==> src/rtl/snn_input_loader.sv <==
// snn_input_loader
//   Writer side of the input-unit RAM read by snn_core. Packed image bytes
//   from the UART receiver go into a one-deep byte buffer. Each byte is then
//   unpacked LSB first into NUM_BITS one-bit RAM writes. Once the frame is
//   complete the loader pulses start and hands the RAM to the core. It keeps
//   the RAM with the core until done, then captures the classified digit.
//
// Ports
//   clk, rst_n       system clock, asynchronous active-low reset
//   rx_rdy, rx_data  one-cycle byte strobe and byte (bit 0 = lowest address)
//   clr_ovr          synchronous clear of the overrun flag
//   done, digit      core completion pulse and result
//   addr_input_unit  RAM write address (0 while the core owns the RAM)
//   d_input_unit     RAM write data
//   we_input_unit    RAM write enable
//   ram_owner        1 = core drives the RAM address, 0 = loader
//   start            one-cycle start pulse to the core
//   digit_out        last captured digit
//   digit_vld        one-cycle pulse when digit_out updates
//   overrun          sticky: a received byte was dropped
//   busy             loader is not idle
module snn_input_loader #(
    parameter int unsigned NUM_BITS = 784,
    parameter int unsigned ADDR_W   = 10
) (
    input  logic              clk,
    input  logic              rst_n,
    input  logic              rx_rdy,
    input  logic [7:0]        rx_data,
    input  logic              clr_ovr,
    input  logic              done,
    input  logic [3:0]        digit,
    output logic [ADDR_W-1:0] addr_input_unit,
    output logic              d_input_unit,
    output logic              we_input_unit,
    output logic              ram_owner,
    output logic              start,
    output logic [3:0]        digit_out,
    output logic              digit_vld,
    output logic              overrun,
    output logic              busy
);

    typedef enum logic [2:0] {
        IDLE,
        LOAD,
        UNPACK,
        START,
        WAIT_DONE,
        RESULT
    } state_e;

    localparam logic [ADDR_W-1:0] LAST_BIT = ADDR_W'(NUM_BITS - 1);

    state_e            state_q, state_d;
    logic [ADDR_W-1:0] bit_cnt_q, bit_cnt_d;
    logic [7:0]        shift_q, shift_d;
    logic [7:0]        buf_q, buf_d;
    logic              buf_full_q, buf_full_d;
    logic              buf_take;

    logic [ADDR_W-1:0] addr_q, addr_d;
    logic              d_q, d_d;
    logic              we_q, we_d;
    logic              ram_owner_q, ram_owner_d;
    logic              start_q, start_d;
    logic [3:0]        digit_out_q, digit_out_d;
    logic              digit_vld_q, digit_vld_d;
    logic              overrun_q, overrun_d;
    logic              busy_q, busy_d;

    always_comb begin
        state_d     = state_q;
        bit_cnt_d   = bit_cnt_q;
        shift_d     = shift_q;
        buf_d       = buf_q;
        buf_full_d  = buf_full_q;
        buf_take    = 1'b0;
        addr_d      = '0;
        d_d         = 1'b0;
        we_d        = 1'b0;
        ram_owner_d = 1'b0;
        start_d     = 1'b0;
        digit_out_d = digit_out_q;
        digit_vld_d = 1'b0;
        overrun_d   = overrun_q & ~clr_ovr;

        unique case (state_q)
            IDLE, LOAD: begin
                if (buf_full_q) begin
                    buf_take = 1'b1;
                    shift_d  = buf_q;
                    state_d  = UNPACK;
                end
            end
            UNPACK: begin
                we_d      = 1'b1;
                d_d       = shift_q[0];
                addr_d    = bit_cnt_q;
                shift_d   = {1'b0, shift_q[7:1]};
                bit_cnt_d = bit_cnt_q + ADDR_W'(1);
                if (bit_cnt_q[2:0] == 3'd7) begin
                    if (bit_cnt_q == LAST_BIT) begin
                        state_d = START;
                    end else if (buf_full_q) begin
                        // Next byte already waiting: reload without a bubble.
                        buf_take = 1'b1;
                        shift_d  = buf_q;
                    end else begin
                        state_d = LOAD;
                    end
                end
            end
            START: begin
                start_d     = 1'b1;
                ram_owner_d = 1'b1;
                state_d     = WAIT_DONE;
            end
            WAIT_DONE: begin
                ram_owner_d = 1'b1;
                if (done) begin
                    digit_out_d = digit;
                    digit_vld_d = 1'b1;
                    state_d     = RESULT;
                end
            end
            RESULT: begin
                bit_cnt_d = '0;
                state_d   = IDLE;
            end
            default: state_d = IDLE;
        endcase

        // A slot freed by buf_take on this edge can accept the incoming byte.
        if (buf_take) begin
            buf_full_d = 1'b0;
        end
        if (rx_rdy) begin
            if (buf_full_q && !buf_take) begin
                overrun_d = 1'b1;
            end else begin
                buf_d      = rx_data;
                buf_full_d = 1'b1;
            end
        end

        busy_d = (state_d != IDLE);
    end

    always_ff @(posedge clk or negedge rst_n) begin
        if (!rst_n) begin
            state_q     <= IDLE;
            bit_cnt_q   <= '0;
            shift_q     <= '0;
            buf_q       <= '0;
            buf_full_q  <= 1'b0;
            addr_q      <= '0;
            d_q         <= 1'b0;
            we_q        <= 1'b0;
            ram_owner_q <= 1'b0;
            start_q     <= 1'b0;
            digit_out_q <= '0;
            digit_vld_q <= 1'b0;
            overrun_q   <= 1'b0;
            busy_q      <= 1'b0;
        end else begin
            state_q     <= state_d;
            bit_cnt_q   <= bit_cnt_d;
            shift_q     <= shift_d;
            buf_q       <= buf_d;
            buf_full_q  <= buf_full_d;
            addr_q      <= addr_d;
            d_q         <= d_d;
            we_q        <= we_d;
            ram_owner_q <= ram_owner_d;
            start_q     <= start_d;
            digit_out_q <= digit_out_d;
            digit_vld_q <= digit_vld_d;
            overrun_q   <= overrun_d;
            busy_q      <= busy_d;
        end
    end

    assign addr_input_unit = addr_q;
    assign d_input_unit    = d_q;
    assign we_input_unit   = we_q;
    assign ram_owner       = ram_owner_q;
    assign start           = start_q;
    assign digit_out       = digit_out_q;
    assign digit_vld       = digit_vld_q;
    assign overrun         = overrun_q;
    assign busy            = busy_q;

endmodule
==> config.mk <==
export PLATFORM = sky130hd
export DESIGN_NAME = snn_input_loader
export DESIGN_NICKNAME = d
export VERILOG_FILES = /design/src/rtl/snn_input_loader.sv
export SDC_FILE = /design/constraint.sdc
export NUM_CORES = 1
export LEC_CHECK = 0
export BUFFER_PORTS_ARGS = -buffer_cell sky130_fd_sc_hd__buf_2
export CAP_MARGIN = 20
export CORE_UTILIZATION = 49
export DETAILED_ROUTE_END_ITERATION = 7
export PLACE_DENSITY = 0.75
export SETUP_SLACK_MARGIN = 0.1
export SLEW_MARGIN = 20
export SYNTH_ARGS = -nofsm -noshare
export SYNTH_HDL_FRONTEND = slang
export SYNTH_SLANG_ARGS = --single-unit
==> constraint.sdc <==
create_clock -name clk -period 2.1 [get_ports clk]
set_clock_uncertainty 0.2 [all_clocks]
set_input_delay 0.105 -clock clk [delete_from_list [all_inputs] [get_ports clk]]
set_output_delay 0.105 -clock clk [all_outputs]
set_load 0.05 [all_outputs]
==> results.yml <==
pwr:
  netSwitchingPower_mw: 1.53
  comb_power_share: 0.490
  p_sw_frac: 0.389
  power_frac_clock: 0.139
  leakagePower_nw: 1.39
  irDropWorstVdd_uv: 968
  p_seq_frac: 0.372
  power_density_mw_per_mm2: 1380
  intPower_mw: 2.41
setup_path:
  path_cells: "or4_4, nor3_4, o31a_1, buf_12, mux2_4"
  required_ps: 2090
  ff2ff_setup_slack_ps: 20
  worstSetupPathType: "flip-flop to flip-flop"
  path_buf_inv: 1
  cpPeakStageDelay_ps: 580
  cp-end-kind: "flip-flop"
  timing.rr.end: "buf_q[2]"
  cp_max_fo: 8
  crit_arrival_ps: 2070
  path_delay_family: "simple AND/OR/NAND/NOR gates"
  ff2ff_path_depth: 5
  worstReg2RegStart: "bit_cnt_q[4]"
  crit_path_top_delay_cell: "or4_4"
  worst_setup_path_start_kind: "flip-flop"
global_route:
  grt_max_degree: 29
  grt_pass1_wl_um: 6890
  grt_overflow: 0
  antenna_found_initial: 0
  grt_usage: 0.184
  first_global_vias: 1508
clock_network:
  cts_buffers: 5
  h-tree-depth: 2
  insertion_delay_ps: 300
  clock_sinks: 51
  cts_tree: "yes"
  cts_max_path_buffers: 2
  post-cts-setup-buffer-count: 0
  clkSlewWorstSetupHoldPaths_ps: 90
  clock-root-buffer: "clkbuf_8"
drt:
  drc: 0
  first_pass_iters: 4
  vias: 1562
  met3WireLength_um: 126
  routed_wl_um: 4040
  detail_route.wl_per_cell_um: 13.6
  viasPerCell: 5.28
  drtIter0Drc: 82
  met2_wirelength_um: 2020
  highest_layer: "met4"
  drt-met1-wl_um: 1810
  antenna_left: 0
synth:
  ys_warn_count: 0
  synthTopCellsByArea: "dfrtp_1, mux2_4, and2_1"
  yosys.area.top_type: "dfrtp_1"
  seq_area_frac_synth: 0.579
  ys_types: 40
  async_flop_share: 1.00
  netlist_area_mm2: 0.00220
  synth.top_cell.area_share: 0.579
  synth_ff_type: "dfrtp_1"
  synth_seq_cells: 51
  synth-edff-count: 0
  netlist_instances: 175
  synth_nets: 194
  syn_avg_cell_area_um2: 12.6
floorplanning:
  die_y_um: 69.1
  initial_core_util: 0.510
  ios: 38
  die_w_um: 69.1
  dieArea_mm2: 0.00477
  num_rows: 24
  fp.coreArea_mm2: 0.00432
final_layout:
  instances_no_fill: 296
  syn_to_final_growth_pct: 29.4
  fin_nets: 262
  drive_gt1_frac: 0.348
  final_cell_mix: "dfrtp_1, buf_2, and2_1"
  final_common_cell: "dfrtp_1"
  fin_util: 0.659
  num_antenna_cells: 0
min_path:
  hold_class: "input pin to async pin"
timing:
  final_hold_viol_count: 0
  timing.hold.ws_ps: 106
  max_freq_mhz: 481
  tns_ps: 0
  drv_slew: 0
  fin_ws_ps: 19.6
  setup_viol: 0
  rsz0062_at_grt: "true"
  min_period_ps: 2080
  worst_slew_pin_slew_ps: 540
  maxSlewHeadroom: 0.640
  fin_crit_sh: 0.991
place:
  post-place-ws_ps: -7.92
  post-place-cells: 272
  dp.final_hpwl_um: 2690
  place.gp.congestion: 0.805
  port_buffers: 37
outcome:
  status: "finished, final reports clean"
run:
  drv_cap: 0
## kinds of logic after synthesis
family                   after synthesis  synth area share
AND/OR/NAND/NOR                       54             0.149
flip-flops                            51             0.579
AO/OA/AOI/OAI                         41             0.134
multiplexers                          15            0.0886
buffers and inverters                 12            0.0375
adder cells (fa/ha/maj)                2            0.0114
## sequential cells by signal, indices dropped and copies added, names as in the netlist, 3 cells and up
register and cells:
addr_input_unit 10, shift_q 8, digit_out 4, state_q 3, bit_cnt_q 10, buf_q 8
## worst max-delay path by stage
stage / startpoint / cells after the start / to
after global routing: bit_cnt_q[4] / 5 / buf_q[4]
after floorplan: state_q[2] / 8 / buf_q[0]
after detailed placement: bit_cnt_q[4] / 4 / shift_q[4]
after global placement: bit_cnt_q[4] / 5 / buf_q[2]
final: bit_cnt_q[4] / 5 / buf_q[2]
after CTS: bit_cnt_q[4] / 5 / buf_q[4]
## cell type report
| type | instances | area [µm²] |
|---|---|---|
| Clock buffer | 6 | 72.6 |
| Fill cell | 353 | 1470 |
| Multi-Input combinational cell | 112 | 895 |
| Tap cell | 52 | 65.1 |
| Timing Repair Buffer | 69 | 502 |
| Sequential cell | 51 | 1280 |
| Inverter | 4 | 27.5 |
| Clock inverter | 2 | 12.5 |
## worst register-to-register path: stages (launching register included)
cell	delay (ps)
dfrtp_1	390
or4_4	580
nor3_4	160
o31a_1	190
buf_12	150
mux2_4	300
## synthesized netlist by cell type, types with 3 or more instances
master,instances
dfrtp_1,51
and2_1,19
o21ai_0,10
mux2_4,8
nand2_1,8
a21oi_1,7
a221o_1,7
nor2_1,6
mux2_2,4
nand3_1,4
and3_1,3
buf_6,3
clkbuf_1,3
inv_1,3
mux2i_1,3
nand2b_1,3
o21bai_1,3
o22ai_1,3
## layer usage
| layer | GRT usage | up-vias |
|---|---|---|
| met3 | 0.0497 | 6 |
| li1 | - | 767 |
| met4 | 0.0658 | 0 |
| met1 | 0.235 | 753 |
| met5 | 0 | - |
| met2 | 0.300 | 36 |
## timing repair
action	4_1_cts	5_1_grt
pin swaps	2	1
setup endpoints to repair	16	22
gates resized for setup	2	9
gates cloned	0	0
hold buffers	16	0
endpoints found under the hold margin	66	0
## metrics by stage
step                power, mW  instance area (µm²)
floorplan                2.81                 2210
global placement         3.21                 2550
detailed placement       3.26                 2550
CTS                      3.85                 2800
global route             4.19                 2850
finish                   3.95                 2850
## power by group through the flow
stage / Sequential (mW) / Combinational (mW) / Clock [mW]
final: 1.47 / 1.93 / 0.547
after global routing: 1.50 / 2.09 / 0.601
after global placement: 1.46 / 1.75 / 0
after detailed placement: 1.47 / 1.79 / 0
after CTS: 1.45 / 1.84 / 0.558
after floorplan: 1.78 / 1.03 / 0
No activity file was read; power rests on OpenSTA's default activity.
